`config.mk`:
```
export PLATFORM = sky130hd
export DESIGN_NAME = convolution_controller
export DESIGN_NICKNAME = d
export VERILOG_FILES = /design/src/rtl/convolution_controller.sv
export SDC_FILE = /design/constraint.sdc
export NUM_CORES = 1
export LEC_CHECK = 0
export ABC_AREA = 1
export CAP_MARGIN = 15
export CORE_MARGIN = 1.5
export CORE_UTILIZATION = 50
export DETAILED_ROUTE_END_ITERATION = 8
export GPL_TIMING_DRIVEN = 1
export MAX_ROUTING_LAYER = met4
export PLACE_DENSITY = 0.86
export SLEW_MARGIN = 20
export SYNTH_ARGS = -nofsm -noshare
export SYNTH_HDL_FRONTEND = slang
export SYNTH_SLANG_ARGS = --single-unit
export TNS_END_PERCENT = 20
```
`constraint.sdc`:
```
create_clock -name clk -period 3.76 [get_ports clk]
set_clock_uncertainty 0.05 [all_clocks]
set_input_delay 0.752 -clock clk [delete_from_list [all_inputs] [get_ports clk]]
set_output_delay 0.752 -clock clk [all_outputs]
set_load 0.02 [all_outputs]
```
`src/rtl/convolution_controller.sv`:
```
// Sequencer for the convolution core: loads FILTER_ORDER coefficients, streams NUM_SAMPLES
// samples, flushes with FILTER_ORDER-1 zeros and pulses done. Optional: CONVOLUTION_CONTROLLER_ABORT_EN.
module convolution_controller #(
    parameter int DATA_SIZE    = 16,
    parameter int COEF_SIZE    = 16,
    parameter int FILTER_ORDER = 8,
    parameter int NUM_SAMPLES  = 40
) (
    input  logic                            clk,
    input  logic                            reset_n,
    input  logic                            start_in,
`ifdef CONVOLUTION_CONTROLLER_ABORT_EN
    input  logic                            abort_in,
    output logic                            aborted_out,
`endif
    input  logic [COEF_SIZE-1:0]            coef_in,
    input  logic                            coef_valid_in,
    output logic                            coef_ready_out,
    input  logic [DATA_SIZE-1:0]            data_in,
    input  logic                            data_valid_in,
    output logic                            data_ready_out,
    output logic                            coef_we_out,
    output logic [$clog2(FILTER_ORDER):0]   coef_addr_out,
    output logic [COEF_SIZE-1:0]            coef_data_out,
    output logic                            mac_clear_out,
    output logic                            conv_valid_out,
    output logic [DATA_SIZE-1:0]            conv_data_out,
    output logic                            busy_out,
    output logic                            done_out
);

    localparam int CW = $clog2(FILTER_ORDER + 1);
    localparam int SW = $clog2(NUM_SAMPLES + 1);
    localparam int AW = $clog2(FILTER_ORDER) + 1;

    localparam logic [CW-1:0] COEF_LAST   = CW'(FILTER_ORDER - 1);
    localparam logic [CW-1:0] FLUSH_LAST  = (FILTER_ORDER > 1) ? CW'(FILTER_ORDER - 2) : '0;
    localparam logic [SW-1:0] SAMPLE_LAST = SW'(NUM_SAMPLES - 1);

    typedef enum logic [2:0] {
        IDLE,
        LOAD_COEF,
        RUN,
        FLUSH,
        DONE
    } state_e;

    state_e                 state_q, state_d;
    logic [CW-1:0]          coef_cnt_q, coef_cnt_d;
    logic [SW-1:0]          sample_cnt_q, sample_cnt_d;
    logic [CW-1:0]          flush_cnt_q, flush_cnt_d;

    logic                   coef_ready_q, coef_ready_d;
    logic                   data_ready_q, data_ready_d;
    logic                   coef_we_q, coef_we_d;
    logic [AW-1:0]          coef_addr_q, coef_addr_d;
    logic [COEF_SIZE-1:0]   coef_data_q, coef_data_d;
    logic                   mac_clear_q, mac_clear_d;
    logic                   conv_valid_q, conv_valid_d;
    logic [DATA_SIZE-1:0]   conv_data_q, conv_data_d;
    logic                   busy_q, busy_d;
    logic                   done_q, done_d;

    logic                   coef_beat;
    logic                   data_beat;
    logic                   abort;

`ifdef CONVOLUTION_CONTROLLER_ABORT_EN
    logic                   aborted_q, aborted_d;

    assign abort       = abort_in && (state_q != IDLE);
    assign aborted_d   = abort;
    assign aborted_out = aborted_q;

    always_ff @(posedge clk or negedge reset_n) begin
        if (!reset_n) begin
            aborted_q <= 1'b0;
        end else begin
            aborted_q <= aborted_d;
        end
    end
`else
    assign abort = 1'b0;
`endif

    // Ready flops are the only qualifiers; valid never feeds back into ready.
    assign coef_beat = coef_valid_in && coef_ready_q;
    assign data_beat = data_valid_in && data_ready_q;

    always_comb begin
        state_d      = state_q;
        coef_cnt_d   = coef_cnt_q;
        sample_cnt_d = sample_cnt_q;
        flush_cnt_d  = flush_cnt_q;
        coef_we_d    = 1'b0;
        coef_addr_d  = coef_addr_q;
        coef_data_d  = coef_data_q;
        mac_clear_d  = 1'b0;
        conv_valid_d = 1'b0;
        conv_data_d  = conv_data_q;
        done_d       = 1'b0;

        case (state_q)
            IDLE: begin
                coef_cnt_d   = '0;
                sample_cnt_d = '0;
                flush_cnt_d  = '0;
                if (start_in) begin
                    state_d = LOAD_COEF;
                end
            end
            LOAD_COEF: begin
                if (coef_beat) begin
                    coef_we_d   = 1'b1;
                    coef_addr_d = AW'(coef_cnt_q);
                    coef_data_d = coef_in;
                    coef_cnt_d  = coef_cnt_q + CW'(1);
                    if (coef_cnt_q == COEF_LAST) begin
                        mac_clear_d = 1'b1;
                        state_d     = RUN;
                    end
                end
            end
            RUN: begin
                if (data_beat) begin
                    conv_valid_d = 1'b1;
                    conv_data_d  = data_in;
                    sample_cnt_d = sample_cnt_q + SW'(1);
                    if (sample_cnt_q == SAMPLE_LAST) begin
                        state_d = (FILTER_ORDER == 1) ? DONE : FLUSH;
                    end
                end
            end
            FLUSH: begin
                conv_valid_d = 1'b1;
                conv_data_d  = '0;
                flush_cnt_d  = flush_cnt_q + CW'(1);
                if (flush_cnt_q == FLUSH_LAST) begin
                    state_d = DONE;
                end
            end
            DONE: begin
                done_d       = 1'b1;
                coef_cnt_d   = '0;
                sample_cnt_d = '0;
                flush_cnt_d  = '0;
                state_d      = IDLE;
            end
            default: begin
                state_d = IDLE;
            end
        endcase

        // An abort overrides everything decided above, including a beat accepted this cycle.
        if (abort) begin
            state_d      = IDLE;
            coef_cnt_d   = '0;
            sample_cnt_d = '0;
            flush_cnt_d  = '0;
            coef_we_d    = 1'b0;
            mac_clear_d  = 1'b0;
            conv_valid_d = 1'b0;
            done_d       = 1'b0;
        end

        coef_ready_d = (state_d == LOAD_COEF);
        data_ready_d = (state_d == RUN);
        busy_d       = (state_d != IDLE) || done_d;
    end

    always_ff @(posedge clk or negedge reset_n) begin
        if (!reset_n) begin
            state_q      <= IDLE;
            coef_cnt_q   <= '0;
            sample_cnt_q <= '0;
            flush_cnt_q  <= '0;
            coef_ready_q <= 1'b0;
            data_ready_q <= 1'b0;
            coef_we_q    <= 1'b0;
            coef_addr_q  <= '0;
            coef_data_q  <= '0;
            mac_clear_q  <= 1'b0;
            conv_valid_q <= 1'b0;
            conv_data_q  <= '0;
            busy_q       <= 1'b0;
            done_q       <= 1'b0;
        end else begin
            state_q      <= state_d;
            coef_cnt_q   <= coef_cnt_d;
            sample_cnt_q <= sample_cnt_d;
            flush_cnt_q  <= flush_cnt_d;
            coef_ready_q <= coef_ready_d;
            data_ready_q <= data_ready_d;
            coef_we_q    <= coef_we_d;
            coef_addr_q  <= coef_addr_d;
            coef_data_q  <= coef_data_d;
            mac_clear_q  <= mac_clear_d;
            conv_valid_q <= conv_valid_d;
            conv_data_q  <= conv_data_d;
            busy_q       <= busy_d;
            done_q       <= done_d;
        end
    end

    assign coef_ready_out = coef_ready_q;
    assign data_ready_out = data_ready_q;
    assign coef_we_out    = coef_we_q;
    assign coef_addr_out  = coef_addr_q;
    assign coef_data_out  = coef_data_q;
    assign mac_clear_out  = mac_clear_q;
    assign conv_valid_out = conv_valid_q;
    assign conv_data_out  = conv_data_q;
    assign busy_out       = busy_q;
    assign done_out       = done_q;

endmodule

```
* After elaboration in Yosys (flattened, before gate mapping)
Index checks and enable logic that the tools add are counted.
** Storage, ports and cells
- Logic and storage cells :: 64
- Bits in latches :: 0
- Bits in registers :: 60
- ROM bits :: 0
- Output and inout bits :: 43
- Bits in writable memories :: 0
- Input port bits :: 37
- Memories :: 0
** Operators by class
- Equality and inequality tests :: 11
- Div/mod/pow operators :: 0
- $mul :: 0
- Shift-type cells :: 0
- $lt $le $gt $ge :: 0
- Add/subtract/negate cells :: 3
- Bitwise gates (word level) :: 0
- Muxes and demuxes :: 22
- Reduce and logical (&&, ||, !) cells :: 14
** Operator list (number)
- $pmux 16 s2 :: 1
- $mux 3 :: 6
- $mux 16 :: 1
- $pmux 4 s2 :: 2
- $pmux 3 s4 :: 1
- $pmux 6 s2 :: 1
- $eq 3x2->1 const B :: 3
- $add 4x1->4 const B :: 2
- $eq 4x3->1 const B :: 2
- $reduce_and 2->1 :: 4
- $reduce_bool 2->1 :: 4
- $mux 1 :: 7
- $add 6x1->6 const B :: 1
- $eq 3x1->1 const B :: 2
- $eq 6x6->1 const B :: 1
- $mux 6 :: 1
- $mux 4 :: 1
- $ne 2x2->1 const B :: 2
- $eq 3x3->1 const B :: 1
- $logic_not 3->1 :: 1
- $reduce_bool 3->1 :: 1
- $logic_and 1x1->1 :: 2
- $pmux 1 s2 :: 1
- $reduce_or 2->1 :: 1
- $logic_or 1x1->1 :: 1

* Depth between registers and ports, before layout
Gate-level depths: netlist of run 1.
- Depth after elaboration :: 6
- Depth in mapped cells :: 8
- Mapped depth without buffers :: 8

* Least setup slack after synthesis of run 1
Ideal clock, no wire load.
- Path kind :: input -> register
- From :: in data_valid_in
- To :: reg conv_data_q[0] (netlist: conv_data_out[0])
- Setup time :: 0.118 ns
- Required time :: 3.592 ns
- Data arrival time :: 1.366 ns
- Cell stages on the path :: 6
- Path buffers :: 1
- Slack :: 2.226 ns
- Cells stage by stage :: nand2_2 nor2_4 inv_2 buf_6 nand3_1 nand2_1
** Between the ends
- Word-level cells in the longest chain between the ends :: 3
** RTL lines
- from (decl) :: RTL line 20 : input logic data_valid_in,
- $logic_and 1x1->1 :: RTL line 88 : assign data_beat = data_valid_in && data_ready_q;
- $ne 2x2->1 (no line)
- $reduce_and 2->1 (no line)
- to (signal assigned) :: RTL line 199 : conv_data_q <= conv_data_d;
- to (decl) :: RTL line 60 : logic [DATA_SIZE-1:0] conv_data_q, conv_data_d;
Every way passes these cells.
A chain may end at the register's enable or synchronous reset.

* Worst setup path after layout of run 1
- From :: reg coef_addr_q[3] (netlist: coef_addr_out[3])
- To :: out coef_addr_out[3]
** RTL lines
- from (decl) :: RTL line 56 : logic [AW-1:0] coef_addr_q, coef_addr_d;
- from (signal assigned) :: RTL line 195 : coef_addr_q <= coef_addr_d;
- to (decl) :: RTL line 23 : output logic [$clog2(FILTER_ORDER):0] coef_addr_out,
No word-level cell between the ends.

==> impl_metrics.ini, run 1 <==
[run_status]
status = finished clean

[placed_design]
port_buffers = 79
place.detailed.hpwl_um = 3900
place_ws_ps = 1300
dpl_cell_area_sq_mm = 0.00342
placed_cells = 434
gp_congestion = 0.844

[routing]
drtAntennaViolNets = 0
viasPerCell = 5.00
drt-total-wl_um = 5580
routed-via-count = 2245
drt_first_pass_iters = 4
wl_per_cell_um = 12.4
drtIter0Drc = 180
drcViolationCount = 0

[sta]
fin_crit_sh_pct = 56.8
setup_viol = 0
rsz0062_at_grt = no
whs_ps = 420
slew-limit-headroom_pct = 41.3
post-route-min-period_ps = 2140
worst_slack_ps = 1620
worstMarginPinSlew_ps = 880
hold_violations = 0
drv_slew = 0
fmax_mhz = 468
tns_ps = 0

[finish]
final_area_sq_mm = 0.00361
area_growth_pct = 37.3
diodes = 0
layout_commonest_cell = nand2_1
most-common-layout-cells = 102 x nand2_1, 78 x clkdlybuf4s50_1, 60 x dfrtp_1
fin_util_pct = 71.2
drive_gt1_share_pct = 9.23
instances_no_fill = 449
fillCellCount = 401
fin_nets = 416

[critical_path]
path_buf_inv = 1
slowest_stage = clkdlybuf4s50_1
endpoint_kind = output port
crit_type = reg2out
slowest_delay_ps = 620
critPathMaxFanout = 2
crit_path_cell_trace = clkdlybuf4s50_1
critPathRequiredTime_ps = 2960
cp_top_family = buffers and inverters
critPathLaunchType = flip-flop
arrival_ps = 1330

[synthesis]
synth.top_cell.area_share_pct = 57.1
synthesis.area_sq_mm = 0.00263
ys_seq_area_share_pct = 57.1
syn-num-nets = 334
syn_inst = 293
ys_warn_count = 0
synth_top_cell_by_area = dfrtp_1
ys_types = 24
synth_area_per_cell_sq_um = 8.98
synth_area_leaders = dfrtp_1 57%, nand2_1 15%, nand3_1 4.0%
yosys_register_bits = 60

[global_routing]
grtUsageTotal_pct = 21.5
grt_start_max_net_pins = 41
grt_pass1_vias = 2057
gr-total-overflow = 0
grt_pass1_wl_um = 8800
antenna_found_initial = 0

[floorplanning]
coreArea_sq_mm = 0.00507
die-width_um = 75.5
die_area_sq_mm = 0.00571
chipHeight_um = 75.5
std_cell_rows = 26
start_util_pct = 51.8
io_pins = 80

[job]
drv_cap = 0

[cts]
clkSlewWorstSetupHoldPaths_ps = 70
cts_root_buf = clkbuf_8
cts_buffer_depth = 2
postCtsResizedCells = 0
cts-hold-fix-buffers = 0
tritoncts = yes
htreeDepth = 3
cts_made_buffers = 9
clk_latency_ps = 340
postCtsSetupBuffers = 0
cts.sinks = 60

[power_and_ir_drop]
power_mw = 2.34
cellPowerDensity_mw_per_mm2 = 649
ir_worst_vdd_v = 0.000344
p_leak_nw = 1.74

[hold_path]
hold_class = reg2reg
==> cells in the mapped netlist <==
| cell | n |
|---|---|
| o21ai_2 | 4 |
| inv_4 | 1 |
| dfrtp_1 | 60 |
| nor2_2 | 2 |
| inv_2 | 3 |
| nor3_1 | 8 |
| o21ai_1 | 1 |
| nand3_1 | 21 |
| nand2_2 | 3 |
| o21bai_1 | 1 |
| nand3b_4 | 1 |
| o21ai_0 | 18 |
| xnor2_1 | 1 |
| ha_1 | 4 |
| a21oi_1 | 2 |
| nor2_1 | 27 |
| nand4_1 | 7 |
| buf_4 | 3 |
| nand3_2 | 1 |
| inv_1 | 14 |
| nor2_4 | 2 |
| buf_6 | 6 |
| or2_2 | 1 |
| nand2_1 | 102 |
==> state kept, by name (all words and copies together), names as in the netlist <==
name and cells:
busy_out 1, conv_data_out 16, mac_clear_out 1, conv_valid_out 1
flush_cnt_q 4, sample_cnt_q 6, coef_data_out 16, data_ready_out 1
coef_addr_out 4, state_q 3, coef_ready_out 1, coef_we_out 1
done_out 1, coef_cnt_q 4
==> worst paths after layout <==
kind	from	end	slack (ps)	depth (start not counted)
worst max-delay path	coef_addr_out[3]	coef_addr_out[3]	1620	1
worst min-delay path	coef_data_out[15]	coef_data_out[15]	420	2
worst max register to register	state_q[2]	coef_cnt_q[0]	2060	6
worst min register to register	coef_data_out[15]	coef_data_out[15]	420	2
max in group asynchronous	reset_n	sample_cnt_q[2]	2350	2
min in group asynchronous	reset_n	coef_data_out[1]	480	1
==> where the power goes <==
group          total (mW)  switching (mW)  internal (mW)
Clock               0.557           0.241          0.316
Combinational       0.867           0.498          0.369
Sequential          0.920           0.114          0.806
==> per-layer routing <==
metal  track usage [%]  wire length [um]
met1              25.4              2360
met2              35.2              2750
met3              4.37               364
met4              10.7               110
met5                 -                 0
==> worst reg2reg max path, stage by stage (launching register included) <==
cell and delay (ps):
dfrtp_1 400, inv_2 150, nand3b_4 110, nor2_4 420, inv_4 220, nand2_1 140, o21ai_0 100
==> cells by family after synthesis <==
family / after synthesis / synth area share (%)
xor+xnor: 1 / 0.333
buf+inv: 27 / 6.09
fa+ha+maj: 4 / 1.90
flops: 60 / 57.1
simple gates: 175 / 29.0
compound gates: 26 / 5.61
==> cell type report <==
class	count	area, sq um	share of cell area (%)
sequential	60	1500	41.6
multi-input combinational	206	970	26.8
timing repair buffer	80	793	22.0
clock buffer	10	138	3.81
clock inverter	5	52.6	1.45
tap	70	87.6	2.42
inverter	18	70.1	1.94
Power figures use the tool's default switching activity.
==> run 2, diff against run 1 <==
--- a/config.mk
+++ b/config.mk
@@ -8,11 +8,11 @@
 export ABC_AREA = 1
 export CAP_MARGIN = 15
 export CORE_MARGIN = 1.5
-export CORE_UTILIZATION = 50
+export CORE_UTILIZATION = 47
 export DETAILED_ROUTE_END_ITERATION = 8
 export GPL_TIMING_DRIVEN = 1
 export MAX_ROUTING_LAYER = met4
-export PLACE_DENSITY = 0.86
+export PLACE_DENSITY = 0.81
 export SLEW_MARGIN = 20
 export SYNTH_ARGS = -nofsm -noshare
 export SYNTH_HDL_FRONTEND = slang
==> constraint.sdc (replaced) <==
create_clock -name clk -period 2.15 [get_ports clk]
set_clock_uncertainty 0.05 [all_clocks]
set_input_delay 0.43 -clock clk [delete_from_list [all_inputs] [get_ports clk]]
set_output_delay 0.43 -clock clk [all_outputs]
set_load 0.02 [all_outputs]
==> run 2 against run 1 <==
Net effect:
- routed wire length is 1.6% lower
- clock power grew to 2.6 times the previous value
- cell count is 1.3% higher
- core utilization is 2.3 points lower
- die area is 6.1% higher
- non-clock buffer count is 3 higher
- sequential share of layout area is 1.5 points lower
- critical endpoint is now conv_data_out[1]
- highest routed layer unchanged
==> impl_metrics.ini, run 2 (synthesis results as in run 1) <==
[run_status]
status = finished clean

[finish]
multi_input_area_sq_um = 970
layout_commonest_cell = nand2_1
area_growth_pct = 42.4
regArea_sq_mm = 0.00150
diodes = 0
final_area_sq_mm = 0.00375
fillCellCount = 448
most-common-layout-cells = 102 x nand2_1, 78 x clkdlybuf4s50_1, 60 x dfrtp_1
instances_no_fill = 455
drive_gt1_share_pct = 10.2
fin_nets = 419

[cts]
postCtsResizedCells = 0
htreeDepth = 3
tritoncts = yes
clkSlewWorstSetupHoldPaths_ps = 70
cts_root_buf = clkbuf_8
cts_made_buffers = 9
clk_latency_ps = 340
postCtsSetupBuffers = 0
cts-hold-fix-buffers = 0
cts_buffer_depth = 2
cts.sinks = 60

[floorplanning]
die_area_sq_mm = 0.00606
coreArea_sq_mm = 0.00544
chipHeight_um = 77.8
start_util_pct = 48.4
die-width_um = 77.8
std_cell_rows = 27
io_pins = 80

[routing]
viasPerCell = 4.96
drtAntennaViolNets = 0
drtIter0Drc = 129
drt_first_pass_iters = 4
drt-total-wl_um = 5490
wl_per_cell_um = 12.1
routed-via-count = 2255
drcViolationCount = 0

[critical_path]
cp_top_family = buffers and inverters
crit_type = reg2out
critPathLaunchType = flip-flop
slowest_delay_ps = 610
path_buf_inv = 1
slowest_stage = clkdlybuf4s50_1
crit_path_cell_trace = clkdlybuf4s50_1
critPathRequiredTime_ps = 1670
regToRegStartpoint = flush_cnt_q[0]
critPathMaxFanout = 2
endpoint_kind = output port
arrival_ps = 1310
critPathLaunch = conv_data_out[1]

[placed_design]
dpl_cell_area_sq_mm = 0.00346
port_buffers = 79
place.detailed.hpwl_um = 3830
gp_congestion = 0.877
placed_cells = 439

[sta]
hold_violations = 0
slew-limit-headroom_pct = 62.3
fmax_mhz = 559
rsz0062_at_grt = no
setup_viol = 0
tns_ps = 0
fin_crit_sh_pct = 83.2
drv_slew = 0
whs_ps = 34.2
worstMarginPinSlew_ps = 566
post-route-min-period_ps = 1790

[global_routing]
antenna_found_initial = 0
grtUsageTotal_pct = 20.4
grt_pass1_vias = 2154
grt_pass1_wl_um = 9380
grt_start_max_net_pins = 28
gr-total-overflow = 0

[power_and_ir_drop]
power_mw = 4.56
cellPowerDensity_mw_per_mm2 = 1220
p_leak_nw = 1.80
ir_worst_vdd_v = 0.000782

[hold_path]
hold_class = in2async

[job]
drv_cap = 0
run 2: path summary, 6_finish.rpt:
kind | end | slack [ps] | cells after the start
setup / recovery | conv_data_out[1] | 360 | 1
hold / removal | state_q[1] | 30 | 1
setup reg to reg | busy_out | 780 | 7
hold reg to reg | coef_data_out[7] | 420 | 2
max in group asynchronous | coef_we_out | 1450 | 2
min in group clk | coef_data_out[7] | 420 | 2
run 2: area by class of cell:
| cell class | count | share of cell area (%) |
|---|---|---|
| Clock buffer | 9 | 3.31 |
| Sequential cell | 60 | 40.1 |
| Clock inverter | 7 | 4.34 |
| Inverter | 18 | 1.87 |
| Timing Repair Buffer | 83 | 22.1 |
| Multi-Input combinational cell | 206 | 25.9 |
| Tap cell | 72 | 2.40 |
run 2: where the power goes:
group	internal, mW	leakage (nW)	switching [mW]
clock	1.00	0.139	0.442
combinational	0.658	0.869	0.866
sequential	1.41	0.793	0.186
total	3.07	1.80	1.49
run 2: through the flow:
stage | util [%] | setup WS, ps
2_1_floorplan | - | 867
3_3_place_gp | 63.6 | 381
3_5_place_dp | 63.6 | 307
4_1_cts | 68.9 | 348
5_1_grt | 68.9 | 317
6_report | 68.9 | 361
run 2: per-layer routing:
metal	track usage, %	wire (um)
met1	23.5	2330
met2	33.2	2720
met3	5.88	358
met4	8.36	86
met5	-	0
==> edit 1: new RTL, flow settings as in run 2 <==
One comparison of `coef_cnt_q` changes from == to >=.
--- a/src/rtl/convolution_controller.sv
+++ b/src/rtl/convolution_controller.sv
@@ -115,7 +115,7 @@
                     coef_addr_d = AW'(coef_cnt_q);
                     coef_data_d = coef_in;
                     coef_cnt_d  = coef_cnt_q + CW'(1);
-                    if (coef_cnt_q == COEF_LAST) begin
+                    if (coef_cnt_q >= COEF_LAST) begin
                         mac_clear_d = 1'b1;
                         state_d     = RUN;
                     end
Check against the original RTL: same outputs for any inputs over 10 cycles, from zero or initial values and one cycle with reset_n low; that may be too few to reach the edited logic, so the function may still have changed.
==> edit 1 against run 2 <==
- non-clock buffer count rose by 2
- total power fell by 2.8%
- cell area fell by 0.87%
- routed wire length barely moved
- setup slack got worse by 6.3 ps
- sequential cell count did not move
- register-to-register slack got worse by 130 ps
- area after synthesis fell by 1.4%
==> edit 1: results (changes against run 2) <==
irDropWorstVdd_uv: 682  # was 782 uV
power_frac_seq_pct: 35.6  # was 34.9%
outcome: "finished, final reports clean"  # unchanged
power_frac_clock_pct: 29.7  # was 31.6%
grt_pass1_wl_um: 9680  # was 9380 um
first_global_vias: 2146  # was 2,154
n_fill_cell: 407  # was 448
synthesis.nets: 335  # was 334
synth.area.top_cells: "dfrtp_1, nand2_1, nand3_1"  # unchanged
synthDistinctLibCells: 26  # was 24
ys_seq_area_share_pct: 57.9  # was 57.1%
p_sw_w: 0.00149  # about the same
ys_async_sr_fraction_pct: 100  # unchanged
tightest_slew_ps: 441  # was 566 ps
firstDrtPassIters: 4  # unchanged
cts_max_level: 3  # unchanged
final_cells: 454  # was 455
synthCells: 294  # was 293
leakagePower_nw: 1.85  # was 1.80 nW
dp_hpwl_um: 3830  # about the same
drt_iter0_drc: 69  # was 129
grt_max_degree: 30  # was 28
synthTopCellsByCount: "nand2_1, dfrtp_1, nand3_1, nor2_1, inv_1"  # was nand2_1, dfrtp_1, nor2_1, nand3_1, o21ai_0
routedWlPerCell_um: 12.1  # about the same
vias: 2224  # was 2,255
drive_gt1_share_pct: 10.4  # was 10.2%
p_clk_w: 0.00132  # was 0.00144 W
synthFlopType: "dfrtp_1"  # unchanged
grtUsageTotal_pct: 21.1  # was 20.4%
hold_class: "flip-flop to flip-flop"  # was input port to asynchronous set/reset pin
final_nets: 420  # was 419
dpl.cell_count: 437  # was 439
max_stage_delay_ps: 630  # was 610 ps
edit 1: cell type report:
class / count / area, um2 / share of cell area (%)
inverters: 19 / 73.8 / 1.99
clock inverters: 3 / 90.1 / 2.43
clock buffers: 13 / 179 / 4.82
well taps: 70 / 87.6 / 2.36
repair buffers: 85 / 846 / 22.8
flip-flops and latches: 60 / 1500 / 40.4
multi-input cells: 204 / 936 / 25.2
edit 1: logic make-up after synthesis:
kind of cell,share of synthesized area (%)
AOI/OAI and AO/OA,3.52
xor gates and xnor gates,0.338
adders and majority gates,1.93
buffers and inverters,6.03
DFF,57.9
and+or+nand+nor,30.3
edit 1: through the flow:
step / area, um2 / util [%] / hold WS, ps / worst slack [ps]
2_1_floorplan: 2590 / - / 84.4 / 902
3_3_place_gp: 3430 / 66.0 / 343 / 278
3_5_place_dp: 3430 / 66.0 / 356 / 278
4_1_cts: 3710 / 71.3 / 424 / 329
5_1_grt: 3710 / 71.3 / 453 / 300
6_report: 3710 / 71.3 / 420 / 354
edit 1: worst paths after layout:
path	start	to	slack, ps	depth (start not counted)
max in group asynchronous	reset_n	coef_data_out[13]	970	3
worst max-delay path	conv_data_out[6]	conv_data_out[6]	350	1
worst max register to register	state_q[0]	conv_data_out[6]	650	6
worst min-delay path	coef_data_out[1]	coef_data_out[1]	420	2
worst min register to register	coef_data_out[1]	coef_data_out[1]	420	2
min in group asynchronous	reset_n	coef_data_out[8]	520	2
edit 1: what timing repair did:
item / CTS / global route
endpoints found under the hold margin: 11 / 0
hold buffers: 1 / 0
buffers inserted: 0 / 0
edit 1: metal layers:
layer / wire (um) / GRT usage [%] / part of all wire [%]
met1: 2360 / 25.3 / 43
met2: 2700 / 33.9 / 49
met3: 372 / 6.07 / 6.8
met4: 74 / 8.00 / 1.3
met5: 0 / - / 0
==> edit 2: new RTL, settings of run 2 <==
Made on the original files. The option `CONVOLUTION_CONTROLLER_ABORT_EN` is turned on by a define.
--- a/src/rtl/convolution_controller.sv
+++ b/src/rtl/convolution_controller.sv
@@ -1,5 +1,7 @@
 // Sequencer for the convolution core: loads FILTER_ORDER coefficients, streams NUM_SAMPLES
 // samples, flushes with FILTER_ORDER-1 zeros and pulses done. Optional: CONVOLUTION_CONTROLLER_ABORT_EN.
+`define CONVOLUTION_CONTROLLER_ABORT_EN
+
 module convolution_controller #(
     parameter int DATA_SIZE    = 16,
     parameter int COEF_SIZE    = 16,
Ports: changed (added abort_in and aborted_out); port bits go from 80 to 82. No check against the original RTL was run, so the function may have changed too.
==> edit 2 against run 2 <==
- total power fell by 27%
- routed wire length fell by 2.1%
- critical path depth did not move
- register-to-register slack got worse by 250 ps
- clock power fell by 42%
- setup slack improved by 7.5 ps
- via count fell by 3.8%
- cell count fell by 0.66%
- cell area fell by 3.2%
- sequential cell count rose by 1
- sequential power fell by 10%
- area after synthesis fell by 2.0%
- synthesized cell count fell by 1.0%
- highest routed layer unchanged
==> edit 2: results (changes against run 2) <==
placed_area_um2: 3470  # was 3460 um2
leakagePower_nw: 1.77  # was 1.80 nW
cts_buffer_depth: 2  # unchanged
crit_fanout: 2  # unchanged
vias: 2170  # was 2,255
endpoint: "conv_data_out[2]"  # was conv_data_out[1]
dp_hpwl_um: 3860  # was 3830 um
dpl.cell_count: 437  # was 439
cp_top_family: "buffers and inverters"  # unchanged
port_buffers: 81  # was 79
irDropWorstVdd_uv: 472  # was 782 uV
cts_buffers: 9  # unchanged
cp_slowest_cell: "clkdlybuf4s50_1"  # unchanged
crit_start: "conv_data_out[2]"  # was conv_data_out[1]
synthCells: 290  # was 293
r2r_slack_ps: 530  # was 780 ps
slew_viol_final: 0  # unchanged
synthesis.nets: 332  # was 334
drive_gt1_share_pct: 8.64  # was 10.2%
max_stage_delay_ps: 610  # about the same
p_int_w: 0.00226  # was 0.00307 W
grtUsageTotal_pct: 21.1  # was 20.4%
final_cells: 452  # was 455
synthDistinctLibCells: 28  # was 24
rr_worst_depth: 7  # unchanged
timing.critical_path.arrival_ps: 1300
clock_latency_ps: 330
synthTopCellsByCount: "nand2_1, dfrtp_1, nand3_1, inv_1, nor2_1"  # was nand2_1, dfrtp_1, nor2_1, nand3_1, o21ai_0
cts_max_level: 3  # unchanged
routed_wirelength_um: 5380  # was 5490 um
r2r-end: "sample_cnt_q[2]"  # was busy_out
synthFlopType: "dfrtp_1"  # unchanged
post-cts-setup-buffers: 0  # unchanged
first_global_vias: 2093  # was 2,154
grt_pass1_wl_um: 9450  # was 9380 um
firstDrtPassIters: 4  # unchanged
rr_startpoint: "state_q[2]"  # was flush_cnt_q[0]
antenna_cells: 0  # unchanged
final_nets: 420  # was 419
synth.area.top_cells: "dfrtp_1, nand2_1, nand3_1"  # unchanged
maxSlewHeadroom_pct: 62.1  # was 62.3%
antenna_found_initial: 0  # unchanged
drt_iter0_drc: 133  # was 129
hold_class: "input port to asynchronous set/reset pin"  # unchanged
ys_seq_area_share_pct: 59.2  # was 57.1%
cts-root-buf: "clkbuf_8"  # unchanged
place.gp.congestion: 0.927  # was 0.877
grt_max_degree: 30  # was 28
outcome: "finished, final reports clean"  # unchanged
cts_resized: 0  # unchanged
ys_warn_count: 0  # unchanged
cts.clk_slew.worst_paths_ps: 60
ys_async_sr_fraction_pct: 100  # unchanged
[edit 2: cell families after synthesis]
kind of cell               count (synthesis)  synth area share (%)
adders and majority gates                  4                  1.94
xor gates and xnor gates                   2                 0.679
buffers and inverters                     33                  5.53
AOI/OAI and AO/OA                         25                  5.43
and+or+nand+nor                          164                  26.8
DFF                                       61                  59.2
muxes                                      1                 0.388
[edit 2: power groups by stage]
stage	Clock (W)	Sequential, W	Combinational, W
final	0.000833	0.00143	0.00108
after global routing	0.000906	0.00146	0.00119
after CTS	0.000856	0.00143	0.00109
after detailed placement	0	0.00145	0.00108
after global placement	0	0.00145	0.00107
after floorplan	0	0.00166	0.000355
[edit 2: area by class of cell]
class | count | area (um2)
multi-input cells | 196 | 910
inverters | 25 | 96.3
flip-flops and latches | 61 | 1530
clock inverters | 2 | 10.0
fillers | 433 | 1580
well taps | 70 | 87.6
clock buffers | 13 | 149
repair buffers | 85 | 848
[edit 2: worst min-delay path by stage]
stage	start	to	slack [ps]	cells past startpoint
after global routing	reset_n	conv_data_out[0]	70	1
after CTS	reset_n	conv_data_out[0]	50	1
final	reset_n	flush_cnt_q[0]	40	1
after detailed placement	reset_n	conv_data_out[0]	410	1
after global placement	reset_n	conv_data_out[0]	400	1
after floorplan	reset_n	aborted_out	80	0
[edit 2: layer usage]
metal / global-route usage, % / share of wire (%)
met4: 9.27 / 2.0
met2: 31.5 / 46
met3: 6.55 / 6.4
met1: 26.6 / 46
met5: - / 0
[edit 2: through the flow]
| step | total power, W | setup slack [ps] | hold WS, ps |
|---|---|---|---|
| global placement | 0.00252 | 253 | 404 |
| finish | 0.00334 | 368 | 40.8 |
| global route | 0.00355 | 307 | 72.0 |
| detailed placement | 0.00254 | 202 | 413 |
| floorplan | 0.00202 | 834 | 84.4 |
| CTS | 0.00338 | 347 | 51.6 |
